## src/rtl/store_align_unit_if.sv

```systemverilog
// Store path bus bundle: request side from EXE/MEM, beat side to the data-memory write port.
// master = the alignment unit, slave = the pipeline/memory environment around it.
interface store_align_unit_if #(
    parameter int XLEN   = 32,
    parameter int ADDR_W = 32
);
    localparam int NB = XLEN / 8;

    logic              req_valid;
    logic              req_ready;
    logic [1:0]        req_size;
    logic [ADDR_W-1:0] req_addr;
    logic [XLEN-1:0]   req_wdata;

    logic              mem_valid;
    logic              mem_ready;
    logic [ADDR_W-1:0] mem_addr;
    logic [XLEN-1:0]   mem_wdata;
    logic [NB-1:0]     mem_wmask;

    logic              store_err;
    logic              busy;

    modport master (
        input  req_valid, req_size, req_addr, req_wdata, mem_ready,
        output req_ready, mem_valid, mem_addr, mem_wdata, mem_wmask, store_err, busy
    );

    modport slave (
        output req_valid, req_size, req_addr, req_wdata, mem_ready,
        input  req_ready, mem_valid, mem_addr, mem_wdata, mem_wmask, store_err, busy
    );
endinterface

```

## src/rtl/store_align_unit.sv

```systemverilog
// Store alignment unit: turns a right-aligned store request into a word-aligned
// bus beat (address, lane-shifted data, byte mask).
// Build option: STORE_ALIGN_SPLIT_EN -- when defined, word-crossing stores are
// issued as two beats; when undefined they are rejected with a store_err pulse.
module store_align_unit #(
    parameter int XLEN   = 32,
    parameter int ADDR_W = 32
) (
    input logic                 clk,
    input logic                 rst,
    store_align_unit_if.master  bus
);
    localparam int NB    = XLEN / 8;
    localparam int OFS_W = $clog2(NB);

`ifdef STORE_ALIGN_SPLIT_EN
    typedef enum logic [1:0] {IDLE = 2'd0, BEAT_LAST = 2'd1, BEAT_FIRST = 2'd2} state_t;
`else
    typedef enum logic [1:0] {IDLE = 2'd0, BEAT_LAST = 2'd1} state_t;
`endif

    state_t            r_state;
    state_t            w_next;
    state_t            w_first_state;
    logic [ADDR_W-1:0] r_mem_addr;
    logic [XLEN-1:0]   r_mem_wdata;
    logic [NB-1:0]     r_mem_wmask;
    logic              r_store_err;

    logic [OFS_W-1:0]  w_off;
    logic [OFS_W+2:0]  w_sh;
    logic [3:0]        w_bytes;
    logic [4:0]        w_end;
    logic              w_cross;
    logic              w_illegal;
    logic              w_reject;
    logic              w_accept;
    logic              w_req_ready;
    logic              w_load_lo;
    logic              w_load_hi;
    logic              w_err;
    logic [NB-1:0]     w_lane_mask;
    logic [XLEN-1:0]   w_lane_data;
    logic [ADDR_W-1:0] w_base;
    logic [NB-1:0]     w_lo_mask;
    logic [XLEN-1:0]   w_lo_data;

    assign w_off     = bus.req_addr[OFS_W-1:0];
    assign w_sh      = {w_off, 3'b000};
    assign w_bytes   = 4'd1 << bus.req_size;
    assign w_end     = 5'(w_off) + 5'(w_bytes);
    assign w_cross   = w_end > 5'(NB);
    assign w_illegal = (XLEN == 32) && (bus.req_size == 2'b11);
    assign w_base    = {bus.req_addr[ADDR_W-1:OFS_W], {OFS_W{1'b0}}};
    assign w_lo_mask = NB'({{NB{1'b0}}, w_lane_mask} << w_off);
    assign w_lo_data = XLEN'({{XLEN{1'b0}}, w_lane_data} << w_sh);

`ifdef STORE_ALIGN_SPLIT_EN
    logic [ADDR_W-1:0] r_hi_addr;
    logic [XLEN-1:0]   r_hi_wdata;
    logic [NB-1:0]     r_hi_wmask;
    logic [NB-1:0]     w_hi_mask;
    logic [XLEN-1:0]   w_hi_data;

    assign w_hi_mask     = NB'(({{NB{1'b0}}, w_lane_mask} << w_off) >> NB);
    assign w_hi_data     = XLEN'(({{XLEN{1'b0}}, w_lane_data} << w_sh) >> XLEN);
    assign w_reject      = w_illegal;
    assign w_first_state = w_cross ? BEAT_FIRST : BEAT_LAST;
`else
    assign w_reject      = w_illegal || w_cross;
    assign w_first_state = BEAT_LAST;
`endif

    // New requests enter when idle or as the final beat retires (back-to-back).
    assign w_req_ready = !rst && ((r_state == IDLE) || ((r_state == BEAT_LAST) && bus.mem_ready));
    assign w_accept    = bus.req_valid && w_req_ready;

    // Keep only the bytes the store size covers, right-aligned.
    always_comb begin
        w_lane_mask = '0;
        w_lane_data = '0;
        for (int unsigned i = 0; i < NB; i++) begin
            w_lane_mask[i]        = (i < 32'(w_bytes));
            w_lane_data[i*8 +: 8] = w_lane_mask[i] ? bus.req_wdata[i*8 +: 8] : 8'h00;
        end
    end

    // Next state: retire the current beat, then let an accepted request override.
    always_comb begin
        w_next    = r_state;
        w_load_lo = 1'b0;
        w_load_hi = 1'b0;
        w_err     = 1'b0;
        case (r_state)
            IDLE: ;
`ifdef STORE_ALIGN_SPLIT_EN
            BEAT_FIRST: begin
                if (bus.mem_ready) begin
                    w_next    = BEAT_LAST;
                    w_load_hi = 1'b1;
                end
            end
`endif
            BEAT_LAST: begin
                if (bus.mem_ready) w_next = IDLE;
            end
            default: w_next = IDLE;
        endcase
        if (w_accept) begin
            if (w_reject) begin
                w_err  = 1'b1;
                w_next = IDLE;
            end else begin
                w_load_lo = 1'b1;
                w_next    = w_first_state;
            end
        end
    end

    // State and registered beat outputs; beats change only on a load.
    always_ff @(posedge clk) begin
        if (rst) begin
            r_state     <= IDLE;
            r_mem_addr  <= '0;
            r_mem_wdata <= '0;
            r_mem_wmask <= '0;
            r_store_err <= 1'b0;
`ifdef STORE_ALIGN_SPLIT_EN
            r_hi_addr   <= '0;
            r_hi_wdata  <= '0;
            r_hi_wmask  <= '0;
`endif
        end else begin
            r_state     <= w_next;
            r_store_err <= w_err;
            if (w_load_lo) begin
                r_mem_addr  <= w_base;
                r_mem_wdata <= w_lo_data;
                r_mem_wmask <= w_lo_mask;
`ifdef STORE_ALIGN_SPLIT_EN
                r_hi_addr   <= w_base + ADDR_W'(NB);
                r_hi_wdata  <= w_hi_data;
                r_hi_wmask  <= w_hi_mask;
            end else if (w_load_hi) begin
                r_mem_addr  <= r_hi_addr;
                r_mem_wdata <= r_hi_wdata;
                r_mem_wmask <= r_hi_wmask;
`endif
            end
        end
    end

    assign bus.req_ready = w_req_ready;
    assign bus.mem_valid = (r_state != IDLE);
    assign bus.mem_addr  = r_mem_addr;
    assign bus.mem_wdata = r_mem_wdata;
    assign bus.mem_wmask = r_mem_wmask;
    assign bus.store_err = r_store_err;
    assign bus.busy      = (r_state != IDLE);
endmodule
```

## src/flat_wrapper.sv

```systemverilog
// flat-port wrapper written by rule: the top's interface ports become plain ports
module store_align_unit_flat 
#(
    parameter int XLEN   = 32,
    parameter int ADDR_W = 32
)
  (clk, rst, bus_req_valid, bus_req_size, bus_req_addr, bus_req_wdata, bus_mem_ready, bus_req_ready, bus_mem_valid, bus_mem_addr, bus_mem_wdata, bus_mem_wmask, bus_store_err, bus_busy);
  store_align_unit_if #(.XLEN(XLEN), .ADDR_W(ADDR_W)) bus_i ();
  input logic clk;
  input logic rst;
  input wire logic [$bits(bus_i.req_valid)-1:0] bus_req_valid;
  input wire logic [$bits(bus_i.req_size)-1:0] bus_req_size;
  input wire logic [$bits(bus_i.req_addr)-1:0] bus_req_addr;
  input wire logic [$bits(bus_i.req_wdata)-1:0] bus_req_wdata;
  input wire logic [$bits(bus_i.mem_ready)-1:0] bus_mem_ready;
  output wire logic [$bits(bus_i.req_ready)-1:0] bus_req_ready;
  output wire logic [$bits(bus_i.mem_valid)-1:0] bus_mem_valid;
  output wire logic [$bits(bus_i.mem_addr)-1:0] bus_mem_addr;
  output wire logic [$bits(bus_i.mem_wdata)-1:0] bus_mem_wdata;
  output wire logic [$bits(bus_i.mem_wmask)-1:0] bus_mem_wmask;
  output wire logic [$bits(bus_i.store_err)-1:0] bus_store_err;
  output wire logic [$bits(bus_i.busy)-1:0] bus_busy;
  assign bus_i.req_valid = bus_req_valid;
  assign bus_i.req_size = bus_req_size;
  assign bus_i.req_addr = bus_req_addr;
  assign bus_i.req_wdata = bus_req_wdata;
  assign bus_i.mem_ready = bus_mem_ready;
  assign bus_req_ready = bus_i.req_ready;
  assign bus_mem_valid = bus_i.mem_valid;
  assign bus_mem_addr = bus_i.mem_addr;
  assign bus_mem_wdata = bus_i.mem_wdata;
  assign bus_mem_wmask = bus_i.mem_wmask;
  assign bus_store_err = bus_i.store_err;
  assign bus_busy = bus_i.busy;
  store_align_unit #(.XLEN(XLEN), .ADDR_W(ADDR_W)) u_core (.clk(clk), .rst(rst), .bus(bus_i));
endmodule
```

## config.mk

```make
export PLATFORM = sky130hd
export DESIGN_NAME = store_align_unit_flat
export DESIGN_NICKNAME = d
export VERILOG_FILES = /design/src/rtl/store_align_unit_if.sv /design/src/rtl/store_align_unit.sv /design/src/flat_wrapper.sv
export SDC_FILE = /design/constraint.sdc
export NUM_CORES = 1
export LEC_CHECK = 0
export ABC_CLOCK_PERIOD_IN_PS = 9000
export BUFFER_PORTS_ARGS = -buffer_cell sky130_fd_sc_hd__buf_2
export CAP_MARGIN = 20
export CORE_UTILIZATION = 40
export CTS_BUF_LIST = sky130_fd_sc_hd__clkbuf_16
export CTS_CLUSTER_DIAMETER = 40
export CTS_CLUSTER_SIZE = 30
export DETAILED_ROUTE_END_ITERATION = 16
export GPL_ROUTABILITY_DRIVEN = 0
export PLACE_DENSITY = 0.68
export SETUP_SLACK_MARGIN = 0.15
export SYNTH_ARGS = -nofsm -noshare
export SYNTH_HDL_FRONTEND = slang
export SYNTH_SLANG_ARGS = --single-unit
```

## constraint.sdc

```tcl
create_clock -name clk -period 9 [get_ports clk]
set_input_delay 2.25 -clock clk [delete_from_list [all_inputs] [get_ports clk]]
set_output_delay 2.25 -clock clk [all_outputs]
set_load 0.01 [all_outputs]
```

# Word-level counts from Yosys, hierarchy flattened
# Cells that the tools add are included.
[op_classes] n_addsub=1 order_cmp=5 eq_ne=4 n_shift=3 mux=11 bitwise_logic=1 reduce_logical=10
[ops] cell="$mux W8" n=4
[ops] cell="$shl A32 B5 Y32" n=1
[ops] cell="$lt A1 B4 Y1 const A" n=2
[ops] cell="$lt A2 B4 Y1 const A" n=2
[ops] cell="$add A2 B4 Y5" n=1
[ops] cell="$gt A5 B3 Y1 const B" n=1
[ops] cell="$mux W1" n=4
[ops] cell="$mux W2" n=2
[ops] cell="$pmux W2 S2" n=1
[ops] cell="$shl A1 B2 Y4 const A" n=1
[ops] cell="$shl A4 B2 Y4" n=1
[ops] cell="$logic_and A1 B1 Y1" n=3
[ops] cell="$ne A3 B2 Y1 const B" n=1
[ops] cell="$eq A2 B1 Y1 const B" n=1
[ops] cell="$eq A2 B2 Y1 const B" n=1
[ops] cell="$logic_not A2 Y1" n=1
[ops] cell="$logic_or A1 B1 Y1" n=2
[ops] cell="$ne A2 B1 Y1 const B" n=1
[ops] cell="$reduce_and A2 Y1" n=1
[ops] cell="$reduce_bool A2 Y1" n=1
[ops] cell="$reduce_or A2 Y1" n=1
[ops] cell="$logic_not A1 Y1" n=1
[ops] cell="$not A1 Y1" n=1
[totals] register_bits=69

# Depth between registers and ports, before layout
[depth] word_depth=7 ltp_mapped=11 ltp_nobuf=8

# Least setup slack after synthesis
# Ideal clock, no wire load.
[synth_path] path_type="input-to-output" startpoint="in rst" endpoint="out bus_req_ready" arrival_ns=2.787 setup_slack_ns=3.963 cell_stages=3 n_path_buf=1 path_cell_list="inv_1 -> clkbuf_1 -> and2_1"
[synth_between] elab_chain_len=2
[synth_rtl] item="start, declared" line_no="flat_wrapper.sv:10" rtl="input logic rst;"
[synth_rtl] item="$logic_not A1 Y1" line_no="store_align_unit.sv:75" rtl="assign w_req_ready = !rst && ((r_state == IDLE) || ((r_state == BEAT_LAST) && bus.mem_ready));"
[synth_rtl] item="$logic_and A1 B1 Y1" line_no="store_align_unit.sv:75"
[synth_rtl] item="end, declared" line_no="flat_wrapper.sv:16" rtl="output wire logic [$bits(bus_i.req_ready)-1:0] bus_req_ready;"
# Every way passes these cells.

# Worst setup path in the final report
# Ends and elaborated chain as after synthesis.

==> flow_metrics.tcl <==
set metrics [dict create \
    status "finished clean" \
    fin_nets 537 \
    diodes 0 \
    synth_area_leader_cell "dfxtp_1" \
    rsz0062_at_grt "no" \
    holdPathEnd "u_core.bus.mem_wdata[4]" \
    grt_first_pass_wirelength_um 14100 \
    clkSlewWorstSetupHoldPaths_ns 0.06 \
    clockBufferDepth 2 \
    endpoint_kind "primary output" \
    fillers 775 \
    die_x_um 94.9 \
    worst_pin_slew_ns 0.970 \
    cpMaxStageDelayCell "inv_1" \
    hold_path_class "flop to flop" \
    avgViaCountPerCell 5.38 \
    hold_slack_ns 0.459 \
    path_delay_family "buffers and inverters" \
    clock_skew_ns 0.00558 \
    syn-instance-count 345 \
    reg2reg_to "u_core.bus.mem_addr[12]" \
    drive_gt1_share_pct 40.9 \
    initial_core_util_pct 41.6 \
    reg2reg_from "u_core.r_state[0]" \
    routed-wl-met3_um 832 \
    critPathArrivalTime_ns 3.65 \
    row_count 33 \
    cp_slowest_stage_delay_ns 0.47 \
    timing.critical_path.from_type "input pin" \
    utilization_pct 52.3 \
    multi_input_area_um2 1840 \
    hold_viol 0 \
    power_uw 803 \
    synthTopCellsByCount "68 x dfxtp_1, 33 x nor2b_1, 29 x mux2_4" \
    route.met2.wl_um 4160 \
    die_y_um 94.9 \
    synth_flop_cell "dfxtp_1" \
    fin_area_um2 4340 \
    drt_pass1_iterations 4 \
    period_minus_slack_ns 5.90 \
    netlist-cell-type-count 40 \
    h-tree-depth 3 \
    tritoncts "built" \
    holdPathStages 2 \
    timing.final.ws_setup_ns 3.10 \
    dieArea_um2 9000 \
    root_buffer "clkbuf_16" \
    synth_top_area_share_pct 39.5 \
    antenna_left 0 \
    cts_hold_buf 0 \
    syn_area_per_cell_um2 10.0 \
    fin_cells 574 \
    pin_count 142 \
    drt_iter0_drc 144 \
    max_freq_ghz 0.169 \
    ctsResizeCount 0 \
    clock_sinks 68 \
    cp-startpoint "rst" \
    post-place-ws_ns 3.09 \
    dp.final_hpwl_um 6480 \
    wirelength_um 9090 \
    p_leak_nw 2.14 \
    globalRoute.totalOverflow 0 \
    wl_per_cell_um 15.8 \
    path_class "input pin to primary output" \
    yosysMostFrequentCell "dfxtp_1" \
    grt_max_degree 51 \
    synth_seq_area_share_pct 39.5 \
    syn2layout_area_growth_pct 25.8 \
    drc 0 \
    crit_fanout 50 \
    crit_top_cell "buf_2" \
    cp.required_ns 6.75 \
    hold_start "u_core.bus.mem_wdata[4]" \
    finalCritPeriodShare_pct 65.6 \
    r2r_cells 4 \
    placed_cell_area_um2 4060 \
    ir_drop_mv 0.0817 \
    grt_use_total_pct 20.6 \
    placed_cells 558 \
    ys.warnings.count 0 \
    synthTopCellsByArea "dfxtp_1 39%, mux2_4 13%, nor2b_1 6.0%, mux2i_1 4.9%, a211oi_1 3.5%" \
    drv_slew 0 \
    clkLatencyLatePin_ns 0.33 \
    cts_made_buffers 9 \
    dr_total_vias 3090 \
    cap_violations 0 \
    ys_ff_latch 68 \
    synth_area_um2 3450 \
    dr.max_layer_used "met4" \
    synth_edf_count 0 \
    finalSetupViolations 0 \
    regArea_um2 1360 \
    relSlewSlack_pct 34.9 \
    power_density_nw_per_um2 185 \
    coreArea_um2 8300 \
    ys_async_sr_fraction_pct 0 \
    port_buffers 139 \
    grt_pass1_vias 2850 \
    crit_buf_inv 4 \
    tns_ns 0 \
    grt_antenna_before_repair 0 \
    timing.reg2reg.setup_slack_ns 6.41 \
    crit_chain "buf_2, buf_4, inv_1, and2_1, buf_2" \
    cts_setup_buffers 0 \
    wl_met1_um 3910 \
]
==> worst max path at each step <==
stage / end / slack [ns] / cells past startpoint
2_1_floorplan: bus_req_ready / 3.96 / 3
3_3_place_gp: bus_req_ready / 3.13 / 5
3_5_place_dp: bus_req_ready / 3.09 / 5
4_1_cts: bus_req_ready / 3.09 / 5
5_1_grt: bus_req_ready / 2.97 / 5
6_report: bus_req_ready / 3.10 / 5
==> flip-flops by register name, summed over array words and instances (netlist names) <==
| signal | cells |
|---|---|
| u_core.bus.mem_wmask | 4 |
| u_core.bus.mem_addr | 30 |
| u_core.bus.mem_wdata | 32 |
| u_core.r_state | 1 |
| u_core.bus.store_err | 1 |
==> worst min-delay path, cell delays in order, from the launching register on <==
cell     delay, ns
dfxtp_1       0.30
nand2_1       0.05
mux2i_1       0.06
==> final cells by class <==
class / count / share of cell area (%)
clock buffer: 9 / 5.19
clock inverter: 7 / 1.35
inverter: 5 / 0.432
multi-input combinational: 240 / 42.4
sequential: 68 / 31.4
tap: 105 / 3.03
timing repair buffer: 140 / 16.2
==> power by group <==
| group | switching (mW) | internal, mW | leakage, nW | total, mW |
|---|---|---|---|---|
| Clock | 0.129 | 0.210 | 0.141 | 0.339 |
| Combinational | 0.0740 | 0.0615 | 1.44 | 0.136 |
| Sequential | 0.00852 | 0.319 | 0.555 | 0.328 |
==> per-layer routing <==
metal | track usage (%) | up-vias
li1 | - | 1480
met1 | 25.6 | 1428
met5 | 0 | -
met3 | 5.96 | 18
met4 | 9.09 | 0
met2 | 32.9 | 164
==> layout by cell type, fill, tap and decap left out, types with 3 or more instances in the layout <==
master       n
mux2i_1     17
inv_1        5
nand2b_1     3
nand2_1     27
buf_2      139
a31oi_1     16
nor2b_1     33
clkbuf_16    9
dfxtp_1     68
o21ai_0     19
nor2_1      12
a211oi_1    16
a31o_1       7
clkinv_1     3
a22o_1       8
a21oi_1     20
o311a_1      8
mux2_4      29
==> kinds of logic after synthesis <==
kind of cell,count (synthesis),synth area share (%)
flip-flops,68,39.5
buffers and inverters,38,7.25
other,1,0.109
multiplexers,48,18.2
adder cells (fa/ha/maj),3,1.31
AND/OR/NAND/NOR,88,14.1
AO/OA/AOI/OAI,99,19.6
Note: power is estimated with default switching activity, not from simulation.
